## src/rtl/exp2_bf16_if.sv

```systemverilog
// Operand/result handshake bundle for the bfloat16 exp2 unit.
// The master drives the operand and valid_i; the slave (exp2_bf16) returns ready_o and the result.
interface exp2_bf16_if #(
  parameter int EXP_WIDTH   = 8,
  parameter int FRACT_WIDTH = 7
);
  logic                   sign;
  logic [EXP_WIDTH-1:0]   exponent;
  logic [FRACT_WIDTH-1:0] fractional;
  logic                   valid_i;
  logic                   ready_o;
  logic                   s_res_o;
  logic [EXP_WIDTH-1:0]   e_res_o;
  logic [FRACT_WIDTH-1:0] f_res_o;
  logic                   valid_o;

  modport master (
    output sign, exponent, fractional, valid_i,
    input  ready_o, s_res_o, e_res_o, f_res_o, valid_o
  );

  modport slave (
    input  sign, exponent, fractional, valid_i,
    output ready_o, s_res_o, e_res_o, f_res_o, valid_o
  );
endinterface

```

## src/rtl/exp2_bf16.sv

```systemverilog
// bfloat16 2^x: special-case decode, Q8.8 split, 8-step shift-multiply over a constant ROM, pack.
// Define EXP2_ROUND_EN for round-half-up of the result mantissa; otherwise it is truncated.
module exp2_bf16 #(
  parameter int EXP_WIDTH   = 8,
  parameter int FRACT_WIDTH = 7,
  parameter int BIAS        = 127
) (
  input  logic          clk,
  input  logic          rst,
  exp2_bf16_if.slave    bus
);

  localparam int RW = 1 + EXP_WIDTH + FRACT_WIDTH;

  typedef enum logic [2:0] {IDLE, DECODE, ITER, PACK, DONE} state_t;

  state_t state, state_n;

  logic                   op_sign;
  logic [EXP_WIDTH-1:0]   op_exp;
  logic [FRACT_WIDTH-1:0] op_frac;

  logic signed [8:0]      n_int;
  logic [7:0]             f_frac;
  logic [15:0]            acc;
  logic [3:0]             k;
  logic [RW-1:0]          res;
  logic                   vld;

  function automatic logic [15:0] rom(input logic [3:0] idx);
    case (idx)
      4'd1:    rom = 16'd46341;
      4'd2:    rom = 16'd38968;
      4'd3:    rom = 16'd35734;
      4'd4:    rom = 16'd34219;
      4'd5:    rom = 16'd33486;
      4'd6:    rom = 16'd33125;
      4'd7:    rom = 16'd32946;
      4'd8:    rom = 16'd32857;
      default: rom = 16'd32768;
    endcase
  endfunction

  // acc holds 2^f in Q1.15, so bit 15 is the hidden one and bits 14:8 the stored fraction.
  function automatic logic [RW-1:0] pack(input logic signed [8:0] n_v, input logic [15:0] a);
    logic signed [9:0] e;
    logic [7:0]        m8;
    logic [15:0]       t;
    e = $signed({n_v[8], n_v}) + 10'(BIAS);
`ifdef EXP2_ROUND_EN
    t  = {1'b0, a[14:0]} + 16'h0080;
    m8 = 8'(t >> 8);
    if (m8[7]) begin
      e = e + 10'sd1;
    end
`else
    t  = a;
    m8 = {1'b0, 7'(t >> 8)};
`endif
    if (e >= 10'sd255) begin
      pack = RW'(16'h7F80);
    end else if (e <= 10'sd0) begin
      pack = '0;
    end else begin
      pack = {1'b0, e[EXP_WIDTH-1:0], m8[FRACT_WIDTH-1:0]};
    end
  endfunction

  logic                   special;
  logic [RW-1:0]          special_res;
  logic [FRACT_WIDTH:0]   m;
  logic signed [9:0]      sh;
  logic [9:0]             rsh;
  logic [15:0]            mag;
  logic signed [16:0]     x_fix;
  logic [31:0]            prod;
  logic [15:0]            acc_mul;
  logic [2:0]             fidx;

  always_comb begin
    special     = 1'b1;
    special_res = '0;
    if (op_exp == '1) begin
      if (op_frac != '0)  special_res = RW'(16'h7FC0);
      else if (op_sign)   special_res = '0;
      else                special_res = RW'(16'h7F80);
    end else if (op_exp == '0) begin
      special_res = RW'(16'h3F80);
    end else if (op_exp >= EXP_WIDTH'(BIAS + 7)) begin
      special_res = op_sign ? '0 : RW'(16'h7F80);
    end else begin
      special = 1'b0;
    end
  end

  // Operand as Q8.8 magnitude: value = m * 2^(exp-BIAS-7), times 256 gives m << (exp-126).
  always_comb begin
    m   = {1'b1, op_frac};
    sh  = $signed({2'b00, op_exp}) - 10'(BIAS - 1);
    rsh = 10'(-sh);
    mag = '0;
    if (sh >= 10'sd0) begin
      mag = 16'(m) << sh[2:0];
    end else if (rsh[9:3] == '0) begin
      mag = 16'(m) >> rsh[2:0];
    end
    x_fix = op_sign ? -$signed({1'b0, mag}) : $signed({1'b0, mag});
  end

  assign prod    = 32'(acc) * 32'(rom(k));
  assign acc_mul = 16'(prod >> 15);
  assign fidx    = 3'(4'd8 - k);

  always_ff @(posedge clk) begin
    if (rst) state <= IDLE;
    else     state <= state_n;
  end

  always_comb begin
    state_n = state;
    case (state)
      IDLE:    if (bus.valid_i) state_n = DECODE;
      DECODE:  state_n = special ? DONE : ITER;
      ITER:    if (k == 4'd8) state_n = PACK;
      PACK:    state_n = DONE;
      DONE:    state_n = IDLE;
      default: state_n = IDLE;
    endcase
  end

  // Operand capture and the n/f split carry no reset: they are always rewritten before use.
  always_ff @(posedge clk) begin
    if (state == IDLE && bus.valid_i) begin
      op_sign <= bus.sign;
      op_exp  <= bus.exponent;
      op_frac <= bus.fractional;
    end
    if (state == DECODE) begin
      n_int  <= x_fix[16:8];
      f_frac <= x_fix[7:0];
    end
  end

  always_ff @(posedge clk) begin
    if (rst) begin
      acc <= '0;
      k   <= '0;
      res <= '0;
      vld <= 1'b0;
    end else begin
      vld <= 1'b0;
      case (state)
        DECODE: begin
          if (special) begin
            res <= special_res;
            vld <= 1'b1;
          end else begin
            acc <= 16'h8000;
            k   <= 4'd1;
          end
        end
        ITER: begin
          if (f_frac[fidx]) acc <= acc_mul;
          k <= k + 4'd1;
        end
        PACK: begin
          res <= pack(n_int, acc);
          vld <= 1'b1;
        end
        default: ;
      endcase
    end
  end

  assign bus.ready_o = (state == IDLE);
  assign bus.valid_o = vld;
  assign bus.s_res_o = res[RW-1];
  assign bus.e_res_o = res[RW-2:FRACT_WIDTH];
  assign bus.f_res_o = res[FRACT_WIDTH-1:0];

endmodule

```

## src/flat_wrapper.sv

```systemverilog
// flat-port wrapper written by rule: the top's interface ports become plain ports
module exp2_bf16_flat 
#(
  parameter int EXP_WIDTH   = 8,
  parameter int FRACT_WIDTH = 7,
  parameter int BIAS        = 127
)
  (clk, rst, bus_sign, bus_exponent, bus_fractional, bus_valid_i, bus_ready_o, bus_s_res_o, bus_e_res_o, bus_f_res_o, bus_valid_o);
  exp2_bf16_if #(.EXP_WIDTH(EXP_WIDTH), .FRACT_WIDTH(FRACT_WIDTH)) bus_i ();
  input  logic clk;
  input  logic rst;
  input wire logic [$bits(bus_i.sign)-1:0] bus_sign;
  input wire logic [$bits(bus_i.exponent)-1:0] bus_exponent;
  input wire logic [$bits(bus_i.fractional)-1:0] bus_fractional;
  input wire logic [$bits(bus_i.valid_i)-1:0] bus_valid_i;
  output wire logic [$bits(bus_i.ready_o)-1:0] bus_ready_o;
  output wire logic [$bits(bus_i.s_res_o)-1:0] bus_s_res_o;
  output wire logic [$bits(bus_i.e_res_o)-1:0] bus_e_res_o;
  output wire logic [$bits(bus_i.f_res_o)-1:0] bus_f_res_o;
  output wire logic [$bits(bus_i.valid_o)-1:0] bus_valid_o;
  assign bus_i.sign = bus_sign;
  assign bus_i.exponent = bus_exponent;
  assign bus_i.fractional = bus_fractional;
  assign bus_i.valid_i = bus_valid_i;
  assign bus_ready_o = bus_i.ready_o;
  assign bus_s_res_o = bus_i.s_res_o;
  assign bus_e_res_o = bus_i.e_res_o;
  assign bus_f_res_o = bus_i.f_res_o;
  assign bus_valid_o = bus_i.valid_o;
  exp2_bf16 #(.EXP_WIDTH(EXP_WIDTH), .FRACT_WIDTH(FRACT_WIDTH), .BIAS(BIAS)) u_core (.clk(clk), .rst(rst), .bus(bus_i));
endmodule
```

## config.mk

```make
export PLATFORM = sky130hd
export DESIGN_NAME = exp2_bf16_flat
export DESIGN_NICKNAME = d
export VERILOG_FILES = /design/src/rtl/exp2_bf16_if.sv /design/src/rtl/exp2_bf16.sv /design/src/flat_wrapper.sv
export SDC_FILE = /design/constraint.sdc
export NUM_CORES = 1
export LEC_CHECK = 0
export BUFFER_PORTS_ARGS = -buffer_cell sky130_fd_sc_hd__buf_4
export CAP_MARGIN = 20
export CORE_ASPECT_RATIO = 0.75
export CORE_UTILIZATION = 50
export DETAILED_ROUTE_END_ITERATION = 10
export GPL_TIMING_DRIVEN = 0
export PLACE_DENSITY = 0.65
export SETUP_SLACK_MARGIN = 0.05
export SLEW_MARGIN = 20
export SYNTH_ARGS = -nofsm -noshare
export SYNTH_HDL_FRONTEND = slang
export SYNTH_SLANG_ARGS = --single-unit
```

## constraint.sdc

```tcl
create_clock -name clk -period 10.7 [get_ports clk]
set_input_delay 1.07 -clock clk [delete_from_list [all_inputs] [get_ports clk]]
set_output_delay 1.07 -clock clk [all_outputs]
set_load 0.01 [all_outputs]
```

==> summary.txt, run 1 <==
crit end category -> register
CP Capture Point -> u_core.acc[14]
post-cts gate resize count -> 0
CTS Buffer Depth -> 2
ys async rst share -> 0%
fraction of layout cells with a size suffix above 1 -> 5.593%
register area share after synthesis -> 16.03%
initial drt markers -> 718
nets -> 1802
Skew-Pair Late Insertion Delay -> 0.34 ns
area growth from synthesis to layout -> 7.879%
yosys warns -> 0
Cell Rows -> 50
Worst-path clk slew -> 0.07 ns
H-tree depth -> 3
fin cells -> 1822
CP Launch Point -> u_core.acc[11]
skew final -> 0.01087 ns
Netlist cell types -> 73
gr usage total -> 26.81%
Yosys reg bits -> 85
drt via density -> 5.467
Worst VDD drop -> 0.00007549 V
r2r setup slk -> 3.32 ns
CTS tree -> done
post-CTS setup buffer count -> 0
ANT cells -> 0
Crit Reg-Reg Startpoint -> u_core.acc[11]
first-pass GRT wire length -> 53220 um
Design Power -> 0.9751 mW
MaxCap Viol Count -> 0
RSZ-0062 raised after global routing -> no
syn avg cell area -> 8.843 um^2
Post-synth EDFFs -> 33
# setup viols final -> 0
top-area cell type share of the netlist area -> 27.96%
Synth area leaders -> fa_1 (28%), ha_1 (13%), dfxtp_1 (8.2%)
Inserted Clock Buffers -> 9
reg-to-reg endpoint -> u_core.acc[14]
Overflow after GRT -> 0
IO buf count -> 35
Setup Crit Path Kind -> reg -> reg
largest net degree at the start of global routing -> 19
period utilization -> 68.94%
Final Max Slew Viols -> 0
Post-Syn Instances -> 1433
root buf cell -> clkbuf_16
Post-Route WL -> 33120 um
Commonest cells post-synth -> inv_1 (274), fa_1 (177), nand2_1 (167)
cell taking the most area after synthesis -> fa_1
Final Hold Fails -> 0
relative slew slack -> 40.25%
Post-synth top flop -> dfxtp_1
Achievable Freq -> 135.6 MHz
critical path startpoint category -> register
outcome -> complete, no violations
min-delay worst type -> reg -> reg
cells on worst reg2reg path -> 22
die area -> 25990 um^2
post-DP HPWL -> 27290 um
Crit Path Max Fanout -> 10
WL per Instance -> 18.18 um
dpl cells -> 1806
post-synth net total -> 1756
Chip Width -> 185.8 um
boundary pin count -> 37
Die Y -> 139.9 um
PD cells -> 71.33 nW/um^2
WP data required -> 10.93 ns
mapped cell area -> 12670 um^2
most frequent cell after synthesis -> inv_1
DRC Markers -> 0
initial core utilization -> 50.89%
Final min period -> 7.376 ns
leakage -> 6.727 nW
Worst-Margin Slew -> 0.8943 ns
cts hold-fix bufs -> 0
DR pass1 iterations -> 5
Clock Sinks -> 85
vias in the first global route -> 9766
core area -> 24900 um^2
RD Place Congestion -> 0.9606
initial antenna violation count -> 1
Worst EP arrival -> 7.61 ns
Post-DRT Antenna Nets -> 0
via count of the routed design -> 9961
Setup TNS -> 0 ns
==> report_power, final <==
part | internal (mW) | switching [mW]
Sequential | 0.367 | 0.0303
Clock | 0.187 | 0.144
Combinational | 0.0936 | 0.152
Total | 0.648 | 0.327
==> critical path, stage by stage, from the launching register on <==
cell      delay (ns)
dfxtp_1         0.63
clkbuf_1        0.64
nand2_1         0.25
inv_1           0.18
fa_1            0.40
inv_1           0.09
fa_1            0.44
fa_1            0.53
inv_1           0.05
fa_1            0.46
fa_1            0.54
inv_1           0.05
fa_1            0.52
inv_1           0.04
ha_1            0.31
o21ai_0         0.10
a21oi_1         0.16
o22ai_1         0.11
a31oi_1         0.64
a22oi_1         0.28
a21boi_0        0.40
nor4_1          0.09
or3_1           0.34
==> stage by stage <==
stage / hold WS (ns) / setup WS (ns) / area, um^2 / util, %
2_1_floorplan: 0.4649 / 4.551 / 12670 / -
3_3_place_gp: 0.4716 / 3.372 / 13360 / 53.65
3_5_place_dp: 0.4759 / 3.326 / 13360 / 53.65
4_1_cts: 0.4930 / 3.331 / 13670 / 54.90
5_1_grt: 0.5183 / 3.081 / 13670 / 54.90
6_report: 0.4938 / 3.324 / 13670 / 54.90
==> cell type report <==
class | instances | area, um^2
Tap cell | 338 | 422.9
Fill cell | 2366 | 11230
Buffer | 57 | 230.2
Sequential cell | 85 | 2032
Multi-Input combinational cell | 1016 | 9378
Inverter | 275 | 1032
Clock buffer | 9 | 225.2
Clock inverter | 7 | 87.58
Timing Repair Buffer | 35 | 262.8
==> worst min-delay path by stage <==
stage / start / end / cells after the start
floorplan: u_core.state[0] / u_core.state[0] / 1
global placement: u_core.res[14] / u_core.res[14] / 2
detailed placement: u_core.res[13] / u_core.res[13] / 2
CTS: u_core.res[14] / u_core.res[14] / 2
global route: u_core.res[11] / u_core.res[11] / 2
finish: u_core.res[14] / u_core.res[14] / 2
==> layout by cell type, fill, tap and decap left out, types with 12 or more instances in the layout <==
cell type  instances
inv_1            274
fa_1             177
nand2_1          167
ha_1             127
and2_1           122
nor2_1            55
dfxtp_1           52
clkbuf_1          47
o21ai_0           40
buf_4             38
a21oi_1           35
edfxtp_1          33
nand3_1           25
xnor2_1           23
nor3_1            19
a22oi_1           12
xor2_1            12
==> routing by layer <==
| metal | vias up | global-route usage, % | share of wire [%] |
|---|---|---|---|
| met5 | - | 0 | 0 |
| met4 | 0 | 4.055 | 1.3 |
| met3 | 38 | 5.836 | 8.8 |
| met2 | 371 | 37.16 | 40 |
| met1 | 4852 | 42.78 | 50 |
| li1 | 4700 | - | - |
==> kinds of logic (layout without fill, tap and decap cells) <==
| family | count (synthesis) | in the layout | share of synthesized area (%) |
|---|---|---|---|
| multiplexers | 19 | 19 | 2.320 |
| XOR/XNOR | 35 | 35 | 2.419 |
| flip-flops | 85 | 85 | 16.03 |
| AO/OA/AOI/OAI | 192 | 192 | 10.29 |
| adder cells (fa/ha/maj) | 304 | 304 | 40.50 |
| buffers and inverters | 332 | 383 | 9.962 |
| other | 1 | 1 | 0.02959 |
| AND/OR/NAND/NOR | 465 | 465 | 18.44 |
Note: power is estimated with default switching activity, not from simulation.
==> inputs of run 2 (changes only) <==
ABC_AREA = 1   (was not set)
clock period = 7.43 ns   (was 10.7 ns; I/O delays follow)
==> run 2 against run 1 <==
  * Cell count increased by 19%
  * Clock-buffer cell count did not move
  * Die area increased by 4.0%
  * Combinational power up 89%
  * Sequential share of layout area fell by 0.55 points
  * Fmax up 5.4%
  * Critical path type unchanged
  * Critical endpoint is now u_core.acc[8]
  * Largest cell class unchanged
  * Highest routed layer unchanged
==> summary.txt, run 2 <==
Achievable Freq -> 142.8 MHz
skew final -> 0.01202 ns
Final Hold Fails -> 0
post-CTS setup buffer count -> 0
Post-synth EDFFs -> 33
Commonest cells post-synth -> inv_1 (452), nand2_1 (435), fa_1 (177)
Post-synth top flop -> dfxtp_1
min-delay worst type -> reg -> reg
Die Y -> 142.7 um
Skew-Pair Late Insertion Delay -> 0.35 ns
relative slew slack -> 45.50%
WP data required -> 7.65 ns
PD cells -> 104.8 nW/um^2
ANT cells -> 0
most frequent cell after synthesis -> inv_1
Clock Sinks -> 85
vias in the first global route -> 10.47k
drt via density -> 5.174
commonest non-fill, non-tap cell in the layout -> inv_1
ys async rst share -> 0%
nets -> 2142
syn avg cell area -> 7.444 um^2
RSZ-0062 raised after global routing -> no
Inserted Clock Buffers -> 9
min-delay src -> u_core.res[0]
IO buf count -> 34
register area share after synthesis -> 15.41%
DR pass1 iterations -> 5
Overflow after GRT -> 0
Worst EP arrival -> 7.22 ns
period utilization -> 94.23%
core area -> 25910 um^2
Largest stage delay, worst path -> 0.57 ns
Bufs and invs on worst path -> 7
H-tree depth -> 3
Final Max Slew Viols -> 0
Chip Width -> 189.5 um
leakage -> 8.190 nW
initial drt markers -> 796
cts hold-fix bufs -> 0
most frequent cells in the layout -> inv_1 (452), nand2_1 (435), fa_1 (177)
CTS Buffer Depth -> 2
post-cts gate resize count -> 0
Crit Path Max Fanout -> 10
MaxCap Viol Count -> 0
CP dominant cell by count -> fa_1
mapped cell area -> 13190 um^2
Post-Route WL -> 34820 um
Design Power -> 1.488 mW
Setup Crit Path Kind -> reg -> reg
fin cells -> 2168
crit-path leading delay family -> adder cells
top-area cell type share of the netlist area -> 26.86%
via count of the routed design -> 11.22k
dpl cells -> 2152
RD Place Congestion -> 0.9233
post-synth net total -> 2095
area growth from synthesis to layout -> 7.627%
boundary pin count -> 37
worst-path cell chain -> clkbuf_1 -> clkbuf_1 -> nand2_1 -> fa_1 -> inv_1 -> fa_1 -> inv_1 -> fa_1 -> inv_1 -> fa_1 -> fa_1 -> inv_1 -> fa_1 -> inv_1 -> ha_1 -> a21oi_1 -> o21ai_0 -> a21o_1 -> a21oi_1 -> o21ai_0 -> or2_2 -> nand3_1 -> a21oi_1
Worst VDD drop -> 0.0001047 V
post-DP HPWL -> 29160 um
Final min period -> 7.001 ns
WL per Instance -> 16.06 um
root buf cell -> clkbuf_16
Cell Rows -> 51
critical path startpoint category -> register
initial antenna violation count -> 0
Netlist cell types -> 53
# setup viols final -> 0
Post-DRT Antenna Nets -> 0
initial core utilization -> 50.91%
DRC Markers -> 0
gr usage total -> 26.99%
cell taking the most area after synthesis -> fa_1
Critical Path Slowest Stage Cell -> fa_1
Setup TNS -> 0 ns
Worst-Margin Slew -> 0.8175 ns
Worst-path clk slew -> 0.08 ns
fraction of layout cells with a size suffix above 1 -> 6.414%
crit end category -> register
die area -> 27040 um^2
largest net degree at the start of global routing -> 19
yosys warns -> 0
first-pass GRT wire length -> 55950 um
Yosys reg bits -> 85
Synth area leaders -> fa_1 (27%), inv_1 (13%), nand2_1 (12%)
CTS tree -> done
outcome -> complete, no violations
Post-Syn Instances -> 1772
worst hold slack -> 0.5302 ns
run 2: tightest hold or removal path, cell delays in order (launching register included):
cell and delay [ns]:
dfxtp_1 0.34, a22oi_1 0.08, nor2_1 0.08
run 2: cell type report:
cell class              instances  area (um^2)
fillers                      2531        11710
well taps                     344        430.4
clock inverters                 7        68.82
inverters                     462         1737
flip-flops and latches         85         2032
clock buffers                   9        225.2
plain buffers                  55        220.2
repair buffers                 36        274.0
multi-input cells            1170         9209
run 2: routing by layer:
metal | vias up | track usage (%) | routed length [um]
li1 | 5428 | - | -
met1 | 5398 | 42.00 | 17280
met2 | 351 | 38.15 | 14150
met3 | 40 | 5.456 | 2817
met4 | 0 | 5.348 | 580
met5 | - | 0 | 0
run 2: path summary, 6_finish.rpt:
path	to	slack, ns	depth (start not counted)
worst min register to register	u_core.res[0]	0.53	2
worst min-delay path	u_core.res[0]	0.53	2
worst max register to register	u_core.acc[8]	0.43	23
worst max-delay path	u_core.acc[8]	0.43	23
run 2: cell families after synthesis:
logic type | Yosys count | synth area share [%]
AOI/OAI and AO/OA | 174 | 7.674
xor gates and xnor gates | 21 | 1.451
adders and majority gates | 304 | 38.91
buffers and inverters | 517 | 14.84
DFF | 85 | 15.41
other | 1 | 0.02843
and+or+nand+nor | 670 | 21.69
run 2: through the flow:
stage	setup WS, ns	util [%]	instance area [um^2]
after floorplan	1.772	-	13190
after global placement	0.6185	53.56	13880
after detailed placement	0.5820	53.66	13900
after CTS	0.5294	54.80	14200
after global routing	0.1194	54.80	14200
final	0.4290	54.80	14200
run 2: power breakdown:
group | leakage, nW | internal, mW | switching (mW)
Combinational | 7.31 | 0.141 | 0.323
Sequential | 0.733 | 0.534 | 0.0312
Clock | 0.147 | 0.238 | 0.221
==> inputs of run 3 (changes only) <==
CTS_CLUSTER_SIZE = 30   (was not set)
PLACE_DENSITY = 0.77   (was 0.65)
==> run 3 against run 2 <==
  * Worst setup slack improved by 0.0014 ns
  * Sequential power barely moved
  * Critical path depth rose by 1
  * Sequential share of layout area barely moved
==> summary.txt, run 3 (synthesis gave the netlist of run 2 again) <==
Worst EP arrival -> 7.27 ns
sequential share of power -> 38.2%
RSZ-0062 raised after global routing -> no
Cell Rows -> 51
Final Core Density -> 54.84%
period utilization -> 94.21%
Overflow after GRT -> 0
RD Place Congestion -> 0.9747
commonest non-fill, non-tap cell in the layout -> inv_1
Sw Ratio -> 36.84%
fraction of layout cells with a size suffix above 1 -> 6.414%
hold worst-path end -> u_core.res[3]
Inserted Clock Buffers -> 9
WL per Instance -> 15.70 um
skew final -> 0.006386 ns
Critical Path Slowest Stage Cell -> fa_1
post-DP HPWL -> 28630 um
Achievable Freq -> 142.9 MHz
initial drt markers -> 1131
crit-path leading delay family -> adder cells
most frequent cells in the layout -> inv_1 (452), nand2_1 (435), fa_1 (177)
Setup Crit Path Kind -> reg -> reg
crit end category -> register
critical path startpoint category -> register
Worst-path clk slew -> 0.06 ns
highest metal used -> met4
hold depth -> 2
DR pass1 iterations -> 5
DRC Markers -> 0
IO buf count -> 34
first-pass GRT wire length -> 55590 um
area growth from synthesis to layout -> 7.712%
initial antenna violation count -> 0
vias in the first global route -> 11.04k
core area -> 25910 um^2
initial core utilization -> 50.91%
via count of the routed design -> 11.40k
Die Y -> 142.7 um
Post-Route WL -> 34050 um
Sw Pwr -> 0.5454 mW
die area -> 27040 um^2
relative slew slack -> 46.68%
met2 wire length -> 14430 um
Final Max Slew Viols -> 0
Internal -> 0.9351 mW
met3 WL -> 3730 um
Crit Path Max Fanout -> 10
CTS tree -> done
Logic pwr share -> 31.0%
Final Hold Fails -> 0
leakage -> 8.192 nW
nets -> 2142
Skew-Pair Late Insertion Delay -> 0.34 ns
Post-DRT Antenna Nets -> 0
gr usage total -> 26.40%
MaxCap Viol Count -> 0
r2r setup slk -> 0.43 ns
Final min period -> 7.000 ns
H-tree depth -> 3
reg-to-reg endpoint -> u_core.acc[12]
min-delay src -> u_core.res[3]
min-delay worst type -> reg -> reg
PD cells -> 104.2 nW/um^2
root buf cell -> clkbuf_16
WP data required -> 7.70 ns
# setup viols final -> 0
largest net degree at the start of global routing -> 18
CTS Buffer Depth -> 2
Largest stage delay, worst path -> 0.57 ns
Chip Width -> 189.5 um
cells on worst reg2reg path -> 24
Worst-Margin Slew -> 0.7998 ns
drt via density -> 5.256
DRT met1 WL -> 15220 um
critical path depth in cells -> 24
cts hold-fix bufs -> 0
post-cts gate resize count -> 0
Setup TNS -> 0 ns
clock share of power -> 30.7%
Bufs and invs on worst path -> 8
post-CTS setup buffer count -> 0
Worst VDD drop -> 0.0001306 V
Clock Sinks -> 85
outcome -> complete, no violations
boundary pin count -> 37
worst-path cell chain -> clkbuf_1 -> clkbuf_1 -> nand2_1 -> fa_1 -> inv_1 -> fa_1 -> inv_1 -> fa_1 -> inv_1 -> fa_1 -> fa_1 -> inv_1 -> fa_1 -> inv_1 -> ha_1 -> a21oi_1 -> o21ai_0 -> a21oi_1 -> inv_1 -> a221oi_1 -> nand2_1 -> nand2_1 -> nand3_1 -> a21oi_1
==> run 3: changes by cell type in the layout (fill, tap and decap cells not counted), sizes merged <==
cell      before  now
clkbuf        56   58
clkinvlp       0    1
diode          0    1
inv          468  465
==> run 3: tightest hold or removal path: cells and delay by family (launching register included) <==
kind | cells | cell delay (ns)
flops | 1 | 0.33
simple gates | 1 | 0.09
compound gates | 1 | 0.08
==> run 3: area by class of cell <==
type | count | area, um^2
Fill cell | 2468 | 11700
Inverter | 462 | 1737
Sequential cell | 85 | 2032
Clock inverter | 5 | 38.79
Antenna cell | 1 | 2.502
Buffer | 55 | 220.2
Timing Repair Buffer | 36 | 274.0
Multi-Input combinational cell | 1170 | 9209
Tap cell | 344 | 430.4
Clock buffer | 11 | 264.0
==> run 3: routing by layer <==
metal,GRT usage (%),up-vias
met2,39.70,527
met4,5.560,0
li1,-,5421
met1,38.35,5396
met5,0,-
met3,6.464,57
==> run 3: power by group through the flow <==
stage | clock (mW) | combinational (mW) | sequential [mW]
3_3_place_gp | 0 | 0.431 | 0.575
3_5_place_dp | 0 | 0.446 | 0.576
6_report | 0.455 | 0.459 | 0.566
4_1_cts | 0.457 | 0.450 | 0.565
2_1_floorplan | 0 | 0.325 | 0.566
5_1_grt | 0.478 | 0.510 | 0.569
==> run 3: how the worst max path moves through the flow <==
stage / to / slack, ns
finish: u_core.acc[12] / 0.43
global route: u_core.acc[12] / 0.12
CTS: u_core.acc[12] / 0.66
detailed placement: u_core.acc[12] / 0.70
global placement: u_core.acc[12] / 0.71
floorplan: u_core.acc[15] / 1.77
==> run 3: stage by stage <==
step | instances | cell area [um^2] | hold WS [ns] | worst slack [ns] | total power [mW]
6_report | 2169 | 14210 | 0.5309 | 0.4305 | 1.480
5_1_grt | 2168 | 14200 | 0.5580 | 0.1160 | 1.557
4_1_cts | 2168 | 14200 | 0.5349 | 0.6580 | 1.472
3_5_place_dp | 2152 | 13900 | 0.5136 | 0.6969 | 1.022
3_3_place_gp | 2150 | 13880 | 0.5030 | 0.7122 | 1.006
2_1_floorplan | 1772 | 13190 | 0.4856 | 1.772 | 0.8916
